--- src/rtl/alu_pkg.sv ---
// Shared constants, FSM state type and IEEE-754 single-precision classifier for the
// ALU issue/capture stage.
package alu_pkg;

  localparam int unsigned OP_W = 3;
  localparam logic [OP_W-1:0] OP_LAST_LEGAL = 3'b101;
  localparam logic [OP_W-1:0] OP_SAFE = 3'b000;

  localparam int unsigned EXP_W = 8;
  localparam int unsigned MAN_W = 23;
  localparam logic [EXP_W-1:0] EXP_MAX = 8'hFF;

  localparam int unsigned FLAG_W = 5;
  localparam int unsigned FLAG_ZERO = 0;
  localparam int unsigned FLAG_DENORM = 1;
  localparam int unsigned FLAG_INF = 2;
  localparam int unsigned FLAG_NAN = 3;
  localparam int unsigned FLAG_ILLEGAL = 4;

  localparam int unsigned CNT_W = 4;

  typedef enum logic [1:0] {
    StIdle,
    StDrive,
    StHold
  } state_e;

  function automatic logic op_is_legal(logic [OP_W-1:0] op);
    return op <= OP_LAST_LEGAL;
  endfunction

  // Sign is deliberately ignored; only exponent and mantissa select the class.
  function automatic logic [FLAG_W-1:0] classify(logic [EXP_W-1:0] e, logic [MAN_W-1:0] m);
    logic [FLAG_W-1:0] f;
    f = '0;
    f[FLAG_ZERO] = (e == '0) && (m == '0);
    f[FLAG_DENORM] = (e == '0) && (m != '0);
    f[FLAG_INF] = (e == EXP_MAX) && (m == '0);
    f[FLAG_NAN] = (e == EXP_MAX) && (m != '0);
    return f;
  endfunction

endpackage

--- src/rtl/alu_op_fifo.sv ---
// Synchronous FIFO for pending ALU operations; pointers carry one extra wrap bit so
// full and empty are distinguishable.
module alu_op_fifo #(
  parameter int unsigned Width = 67,
  parameter int unsigned Depth = 2
) (
  input  logic             clk,
  input  logic             rst,
  input  logic             push_i,
  input  logic [Width-1:0] wdata_i,
  input  logic             pop_i,
  output logic [Width-1:0] rdata_o,
  output logic             empty_o,
  output logic             full_o,
  output logic             full_next_o
);

  localparam int unsigned AddrW = (Depth > 1) ? $clog2(Depth) : 1;
  localparam int unsigned PtrW = AddrW + 1;

  logic [Width-1:0] mem_q [Depth];
  logic [PtrW-1:0]  wptr_q, wptr_d;
  logic [PtrW-1:0]  rptr_q, rptr_d;
  logic             do_push, do_pop;

  assign empty_o = (wptr_q == rptr_q);
  assign full_o  = (wptr_q[AddrW] != rptr_q[AddrW]) &&
                   (wptr_q[AddrW-1:0] == rptr_q[AddrW-1:0]);

  assign do_push = push_i && !full_o;
  assign do_pop  = pop_i && !empty_o;

  assign wptr_d = do_push ? wptr_q + PtrW'(1) : wptr_q;
  assign rptr_d = do_pop ? rptr_q + PtrW'(1) : rptr_q;

  assign full_next_o = (wptr_d[AddrW] != rptr_d[AddrW]) &&
                       (wptr_d[AddrW-1:0] == rptr_d[AddrW-1:0]);

  assign rdata_o = mem_q[rptr_q[AddrW-1:0]];

  always_ff @(posedge clk or posedge rst) begin
    if (rst) begin
      wptr_q <= '0;
      rptr_q <= '0;
      for (int i = 0; i < int'(Depth); i++) begin
        mem_q[i] <= '0;
      end
    end else begin
      wptr_q <= wptr_d;
      rptr_q <= rptr_d;
      if (do_push) begin
        mem_q[wptr_q[AddrW-1:0]] <= wdata_i;
      end
    end
  end

endmodule

--- src/rtl/alu_seq_ctrl.sv ---
// Issue/capture stage in front of the combinational ALU: buffers operations, holds the
// ALU inputs for a settle window, then captures and classifies the result.
module alu_seq_ctrl
  import alu_pkg::*;
#(
  parameter int unsigned WIDTH  = 32,
  parameter int unsigned SETTLE = 2,
  parameter int unsigned DEPTH  = 2
) (
  input  logic              clk,
  input  logic              rst,
  input  logic              in_valid_i,
  output logic              in_ready_o,
  input  logic [WIDTH-1:0]  in_a_i,
  input  logic [WIDTH-1:0]  in_b_i,
  input  logic [OP_W-1:0]   in_sel_i,
  output logic [WIDTH-1:0]  alu_a_o,
  output logic [WIDTH-1:0]  alu_b_o,
  output logic [OP_W-1:0]   alu_sel_o,
  input  logic [WIDTH-1:0]  alu_out_i,
  output logic              out_valid_o,
  input  logic              out_ready_i,
  output logic [WIDTH-1:0]  out_result_o,
  output logic [FLAG_W-1:0] out_flags_o
);

  localparam int unsigned EntryW = 2 * WIDTH + OP_W;
  localparam logic [CNT_W-1:0] CntLoad = CNT_W'(SETTLE - 1);

  state_e              state_q, state_d;
  logic [CNT_W-1:0]    cnt_q, cnt_d;
  logic [WIDTH-1:0]    alu_a_q, alu_a_d, alu_b_q, alu_b_d;
  logic [OP_W-1:0]     alu_sel_q, alu_sel_d;
  logic                illegal_q, illegal_d;
  logic                out_valid_q, out_valid_d;
  logic [WIDTH-1:0]    out_result_q, out_result_d;
  logic [FLAG_W-1:0]   out_flags_q, out_flags_d;
  logic                in_ready_q, in_ready_d;

  logic                push, pop;
  logic [EntryW-1:0]   head;
  logic                fifo_empty, fifo_full, fifo_full_next;
  logic [WIDTH-1:0]    head_a, head_b;
  logic [OP_W-1:0]     head_sel;

  assign push = in_valid_i && in_ready_q;

  alu_op_fifo #(
    .Width(EntryW),
    .Depth(DEPTH)
  ) u_fifo (
    .clk         (clk),
    .rst         (rst),
    .push_i      (push),
    .wdata_i     ({in_sel_i, in_a_i, in_b_i}),
    .pop_i       (pop),
    .rdata_o     (head),
    .empty_o     (fifo_empty),
    .full_o      (fifo_full),
    .full_next_o (fifo_full_next)
  );

  assign head_sel = head[EntryW-1 -: OP_W];
  assign head_a   = head[2*WIDTH-1 -: WIDTH];
  assign head_b   = head[WIDTH-1:0];

  // Ready drops on the edge that fills the FIFO but only returns one edge after it
  // stops being full, so there is no path from out_ready_i to in_ready_o.
  assign in_ready_d = !fifo_full_next && !fifo_full;

  always_comb begin
    state_d      = state_q;
    cnt_d        = cnt_q;
    alu_a_d      = alu_a_q;
    alu_b_d      = alu_b_q;
    alu_sel_d    = alu_sel_q;
    illegal_d    = illegal_q;
    out_valid_d  = out_valid_q;
    out_result_d = out_result_q;
    out_flags_d  = out_flags_q;
    pop          = 1'b0;

    unique case (state_q)
      StIdle: begin
        if (!fifo_empty) begin
          pop = 1'b1;
          state_d = StDrive;
        end
      end
      StDrive: begin
        if (cnt_q == '0) begin
          out_valid_d = 1'b1;
          state_d = StHold;
          if (illegal_q) begin
            out_result_d = '0;
            out_flags_d = FLAG_W'(1) << FLAG_ILLEGAL;
          end else begin
            out_result_d = alu_out_i;
            out_flags_d = classify(alu_out_i[WIDTH-2 -: EXP_W], alu_out_i[MAN_W-1:0]);
          end
        end else begin
          cnt_d = cnt_q - CNT_W'(1);
        end
      end
      StHold: begin
        if (out_ready_i) begin
          out_valid_d = 1'b0;
          if (!fifo_empty) begin
            pop = 1'b1;
            state_d = StDrive;
          end else begin
            state_d = StIdle;
          end
        end
      end
      default: state_d = StIdle;
    endcase

    if (pop) begin
      alu_a_d   = head_a;
      alu_b_d   = head_b;
      illegal_d = !op_is_legal(head_sel);
      alu_sel_d = op_is_legal(head_sel) ? head_sel : OP_SAFE;
      cnt_d     = CntLoad;
    end
  end

  always_ff @(posedge clk or posedge rst) begin
    if (rst) begin
      state_q      <= StIdle;
      cnt_q        <= '0;
      alu_a_q      <= '0;
      alu_b_q      <= '0;
      alu_sel_q    <= OP_SAFE;
      illegal_q    <= 1'b0;
      out_valid_q  <= 1'b0;
      out_result_q <= '0;
      out_flags_q  <= '0;
      in_ready_q   <= 1'b1;
    end else begin
      state_q      <= state_d;
      cnt_q        <= cnt_d;
      alu_a_q      <= alu_a_d;
      alu_b_q      <= alu_b_d;
      alu_sel_q    <= alu_sel_d;
      illegal_q    <= illegal_d;
      out_valid_q  <= out_valid_d;
      out_result_q <= out_result_d;
      out_flags_q  <= out_flags_d;
      in_ready_q   <= in_ready_d;
    end
  end

  assign in_ready_o   = in_ready_q;
  assign alu_a_o      = alu_a_q;
  assign alu_b_o      = alu_b_q;
  assign alu_sel_o    = alu_sel_q;
  assign out_valid_o  = out_valid_q;
  assign out_result_o = out_result_q;
  assign out_flags_o  = out_flags_q;

endmodule

--- config.mk ---
export PLATFORM = sky130hd
export DESIGN_NAME = alu_seq_ctrl
export DESIGN_NICKNAME = d
export VERILOG_FILES = /design/src/rtl/alu_pkg.sv /design/src/rtl/alu_op_fifo.sv /design/src/rtl/alu_seq_ctrl.sv
export SDC_FILE = /design/constraint.sdc
export NUM_CORES = 1
export LEC_CHECK = 0
export CAP_MARGIN = 30
export CORE_MARGIN = 2
export CORE_UTILIZATION = 37
export CTS_BUF_LIST = sky130_fd_sc_hd__clkbuf_4
export DETAILED_ROUTE_END_ITERATION = 7
export SETUP_SLACK_MARGIN = 0.1
export SLEW_MARGIN = 20
export SYNTH_ARGS = -nofsm -noshare
export SYNTH_HDL_FRONTEND = slang
export SYNTH_SLANG_ARGS = --single-unit
--- constraint.sdc ---
create_clock -name clk -period 7.5 [get_ports clk]
set_clock_uncertainty 0.2 [all_clocks]
set_input_delay 0.75 -clock clk [delete_from_list [all_inputs] [get_ports clk]]
set_output_delay 0.75 -clock clk [all_outputs]
set_load 0.1 [all_outputs]
Word level (Yosys, flattened, before mapping)
Index checks and enable logic that the tools add are counted.
{ "op_classes": {"n_reduce_logical": 26, "eq_ne": 12, "addsub": 3, "mux": 25, "n_bitwise": 2, "magnitude_cmp": 4} }
{ "ops": {"columns": ["op", "n"], "rows": [
  ["two-way mux 67 bit", 4],
  ["bitwise mux 134 bit", 1],
  ["demux 67 bit (select 1 bit)", 1],
  ["two-way mux 32 bit", 1],
  ["zero test 23 bit", 1],
  ["nonzero test 23 bit", 1],
  ["two-way mux 4 bit", 3],
  ["logical AND 1 bit", 11],
  ["two-way mux 2 bit", 5],
  ["equality test 8 bit, second input constant", 1],
  ["zero test 8 bit", 1],
  ["inequality test 2 bit, second input constant", 3],
  ["one-hot mux 2 bit (3 select lines)", 1],
  ["AND reduction 3 bit", 2],
  ["two-way mux 1 bit", 5],
  ["two-way mux 5 bit", 1],
  ["adder 2 x 1 -> 2 bit, second input constant", 2],
  [">= comparator 2 bit, second input constant", 2],
  ["zero test 1 bit", 4],
  ["zero test 4 bit", 1],
  ["inverter 1 -> 2 bit", 2],
  ["one-hot mux 1 bit (2 select lines)", 2],
  ["AND reduction 2 bit", 2],
  ["nonzero test 2 bit", 2],
  ["other kinds (11)", 13]
]} }
{ "totals": {"in_bits": 103, "ff_bits": 251, "elab_cells": 86, "output_inout_bits": 106} }

Logic depth before layout (Yosys ltp)
{ "logic_depth": {"depth_word": 10, "ltp_mapped": 8, "ltp_nobuf": 7} }

Cells and area by module
Synthesis repeated with hierarchy kept, for this count alone.
{ "hier_totals": {"cells_unflattened": 890, "area_unflattened_um2": 10612.7} }
{ "by_module_without_submodules": {"columns": ["mod", "cells_per_inst", "area_per_inst_um2", "instances", "seq_area_each_um2"], "rows": [
  ["alu_op_fifo", 396, 6068.3, 1, 3453.3],
  ["alu_seq_ctrl", 494, 4544.4, 1, 2829.0]
]} }

Worst setup path before layout
OpenSTA, ideal clock, no wires.
{ "synth_timing": {"path_kind": "register -> register", "startpoint": "reg in_ready_q (netlist: in_ready_o)", "endpoint": "reg u_fifo.mem_q[29] (netlist name)", "synth_period_minus_slack_ps": 2696, "path_slack_ps": 4804, "path_buffers": 2, "arrival_time_ps": 2371, "required_time_ps": 7175, "setup_ps": 125, "stages_incl_launch_ff": 7, "path_cell_list": "dfstp_2 > nand2_1 > a21oi_1 > ha_1 > clkbuf_1 > buf_2 > mux2_2"} }
{ "synth_between": {"elab_chain_cells": 2} }
{ "synth_rtl": {"columns": ["item", "line", "rtl"], "rows": [
  ["start, declared", "alu_seq_ctrl.sv:38", "logic in_ready_q, in_ready_d;"],
  ["start signal, assigned", "alu_seq_ctrl.sv:150", "in_ready_q <= in_ready_d;"],
  ["logical AND 1 bit", "alu_seq_ctrl.sv:46", "assign push = in_valid_i && in_ready_q;"],
  ["logical AND 1 bit", "alu_op_fifo.sv:30", "assign do_push = push_i && !full_o;"],
  ["end signal, assigned by index", "alu_op_fifo.sv:52", "mem_q[wptr_q[AddrW-1:0]] <= wdata_i;"],
  ["end, declared", "alu_op_fifo.sv:21", "logic [Width-1:0] mem_q [Depth];"]
]} }
Every way passes these cells.
A chain may end at the register's enable or synchronous reset.

Worst setup path after layout
{ "layout_timing": {"startpoint": "reg in_ready_q (netlist: in_ready_o)", "endpoint": "out in_ready_o"} }
{ "layout_rtl": {"columns": ["item", "line", "rtl"], "rows": [
  ["end, declared", "alu_seq_ctrl.sv:13", "output logic in_ready_o,"]
]} }
No word-level cell between the ends.

==> impl_metrics.toml <==
[worst_setup_path]
path_class = "flop to output pin"
worst_setup_path_end_kind = "output pin"
required_ps = 6550
cp.arrival_ps = 2340
critPathMaxStageDelay_ps = 1160
critPathLaunchType = "flop"
crit_slowest_cell = "clkdlybuf4s50_1"
worst-path-buf-inv = 1
cp_top_family = "buffers and inverters"
cp_cell_sequence = "clkdlybuf4s50_1"
path_max_fanout = 3

[synthesis]
netlist_instances = 820
ys.flop_type = "dfrtp_1"
yosysWarnings = 0
synth_nets = 926
ys_seq_area_share_pct = 60.80
ys_types = 42
synth-async-reset-ratio_pct = 100.0
synth_edf_count = 0
syn_area_per_cell_um2 = 12.60
ys_ff_latch = 251
syn_area_um2 = 10330

[clocking]
insertion_delay_ps = 640
post_cts_resized = 0
clock_path_buffers = 3
numCtsBuffers = 70
cts_root_buf = "clkbuf_4"
htree_levels = 3
clock-sinks = 251
clkTransAtPathRegs_ps = 60
cts_tree = "yes"
postCtsSetupRepairBufs = 0
holdBufCountCts = 0

[flow_run]
cap_violations = 0

[grt]
grt_pass1_vias = 7365
grtUsageTotal_pct = 16.24
antenna_found_initial = 2
grt_max_degree = 170
gr-total-overflow = 0
grt_pass1_wl_mm = 37.72

[floorplan]
die_h_um = 171.1
die_x_um = 171.1
num_rows = 61
core_um2 = 27630
die_area_um2 = 29280
io_pins = 209
initial_core_util_pct = 37.40

[place]
place_congestion = 0.7418
port_buffers = 208
dp_hpwl_mm = 14.44

[drt]
dr.pass1.iters = 4
detail-route-antenna-nets = 0
initialDrtViolationCount = 320
wl_per_cell_um = 15.61
route.detailed.drc = 0
vias = 6913
drt-vias-per-instance = 4.640
routed_wl_mm = 23.26

[sta]
setup_viol = 0
maxSlewViolCount = 0
max_freq_mhz = 303.7
rsz0062_at_grt = "no"
min_period_ps = 3293
slew_headroom_pct = 31.62
tns_ps = 0
tightestPinTransition_ps = 1022
finalCritPeriodShare_pct = 43.90
hold_viol_final = 0

[layout]
drive_above_1_share_pct = 24.57
multi_input_area_um2 = 3831
nNetsFinal = 1167
regArea_um2 = 6286
fill_cells = 2572
areaGrowthSynthToFinish_pct = 33.42

[outcome]
status = "finished clean"

[min_path]
hold_class = "flop to flop"
## cell usage after synthesis, drive strengths merged, types with 4 or more instances
| cell type | count | area (um2) |
|---|---|---|
| dfrtp | 250 | 6256 |
| xnor2 | 6 | 52.55 |
| nand3 | 4 | 20.02 |
| mux2i | 67 | 670.6 |
| inv | 6 | 22.52 |
| buf | 26 | 143.9 |
| clkbuf | 23 | 86.33 |
| nand2b | 32 | 200.2 |
| nor2 | 10 | 37.54 |
| nand2 | 114 | 430.4 |
| nor4 | 8 | 50.05 |
| mux2 | 136 | 1531 |
| o21ai | 101 | 513.0 |
## stage by stage
| step | setup slack, ps | instances | area (um2) | hold WS (ps) | utilization [%] |
|---|---|---|---|---|---|
| final | 4208 | 1490 | 13790 | 265.8 | 49.90 |
| after global routing | 4087 | 1490 | 13790 | 296.4 | 49.90 |
| after CTS | 4112 | 1489 | 13780 | 271.3 | 49.89 |
| after detailed placement | 3972 | 1367 | 12870 | 259.3 | 46.57 |
| after global placement | 4050 | 1363 | 12760 | 257.0 | 46.17 |
| after floorplan | 3249 | 820 | 10340 | 280.0 | - |
## registers in the layout (all words and copies together) (netlist names), 2 cells and up
name,count
u_fifo.wptr_q,2
alu_b_o,32
alu_a_o,32
cnt_q,4
alu_sel_o,3
state_q,2
out_flags_o,5
u_fifo.rptr_q,2
u_fifo.mem_q,134
out_result_o,32
## worst paths after layout
kind | startpoint | slack (ps) | cells after the start | end
hold / removal | alu_sel_o[2]$_DFFE_PP0N_ | 270 | 2 | alu_sel_o[2]$_DFFE_PP0N_
hold reg to reg | alu_sel_o[2]$_DFFE_PP0N_ | 270 | 2 | alu_sel_o[2]$_DFFE_PP0N_
max in group asynchronous | rst | 5320 | 3 | u_fifo.rptr_q[0]$_DFF_PP0_
min in group asynchronous | rst | 350 | 2 | out_result_o[11]$_DFFE_PP0P_
setup reg to reg | u_fifo.rptr_q[0]$_DFF_PP0_ | 4500 | 4 | alu_a_o[24]$_DFFE_PP0N_
setup / recovery | in_ready_o$_DFF_PP1_ | 4210 | 1 | in_ready_o
## layout make-up
| type | instances | area share (%) |
|---|---|---|
| Sequential cell | 251 | 45.60 |
| Multi-Input combinational cell | 514 | 27.79 |
| Tap cell | 378 | 3.431 |
| Clock buffer | 108 | 5.881 |
| Antenna cell | 1 | 0.01815 |
| Inverter | 6 | 0.1906 |
| Clock inverter | 14 | 0.7715 |
| Timing Repair Buffer | 218 | 16.32 |
## routing by layer
layer	vias to the layer above	track usage, %	wire (um)
met5	-	0	0
met3	43	5.390	1667
met1	3318	21.04	10450
li1	3362	-	-
met4	0	5.932	500
met2	190	25.40	10640
## placed cells by master (no fill, tap or decap), types with 3 or more instances in the layout
| master | n |
|---|---|
| xnor2_1 | 6 |
| nand3_1 | 4 |
| or2_2 | 3 |
| nand4_1 | 3 |
| nor4_1 | 8 |
| clkdlybuf4s50_1 | 208 |
| clkbuf_4 | 108 |
| nor2_1 | 10 |
| o21ai_1 | 67 |
| buf_16 | 4 |
| buf_4 | 5 |
| nand2b_1 | 32 |
| mux2_2 | 136 |
| dfrtp_1 | 249 |
| o21ai_0 | 32 |
| nor3_1 | 3 |
| clkinv_1 | 11 |
| inv_1 | 5 |
| mux2i_1 | 67 |
| nand2_1 | 113 |
| xor2_1 | 3 |
## worst register-to-register path: stages, from the launching register on
cell and delay [ps]:
dfrtp_4 670, xnor2_1 430, a211o_4 520, buf_4 800, o21ai_1 230
## kinds of logic (layout without fill, tap and decap cells)
family                     after synthesis  in the layout  synth area share [%]
DFF                                    251            251                 60.80
muxes                                  203            203                 21.31
and+or+nand+nor                        187            187                 8.465
AOI/OAI and AO/OA                      112            112                 5.849
buffers and inverters                   55            346                 2.446
xor gates and xnor gates                 9              9                0.7629
adders and majority gates                3              3                0.3633
other                                    0              1                     0
Power is left out: the tool's default activity adds up to more than one toggle a clock period on the data nets, which glitch-free logic cannot reach.
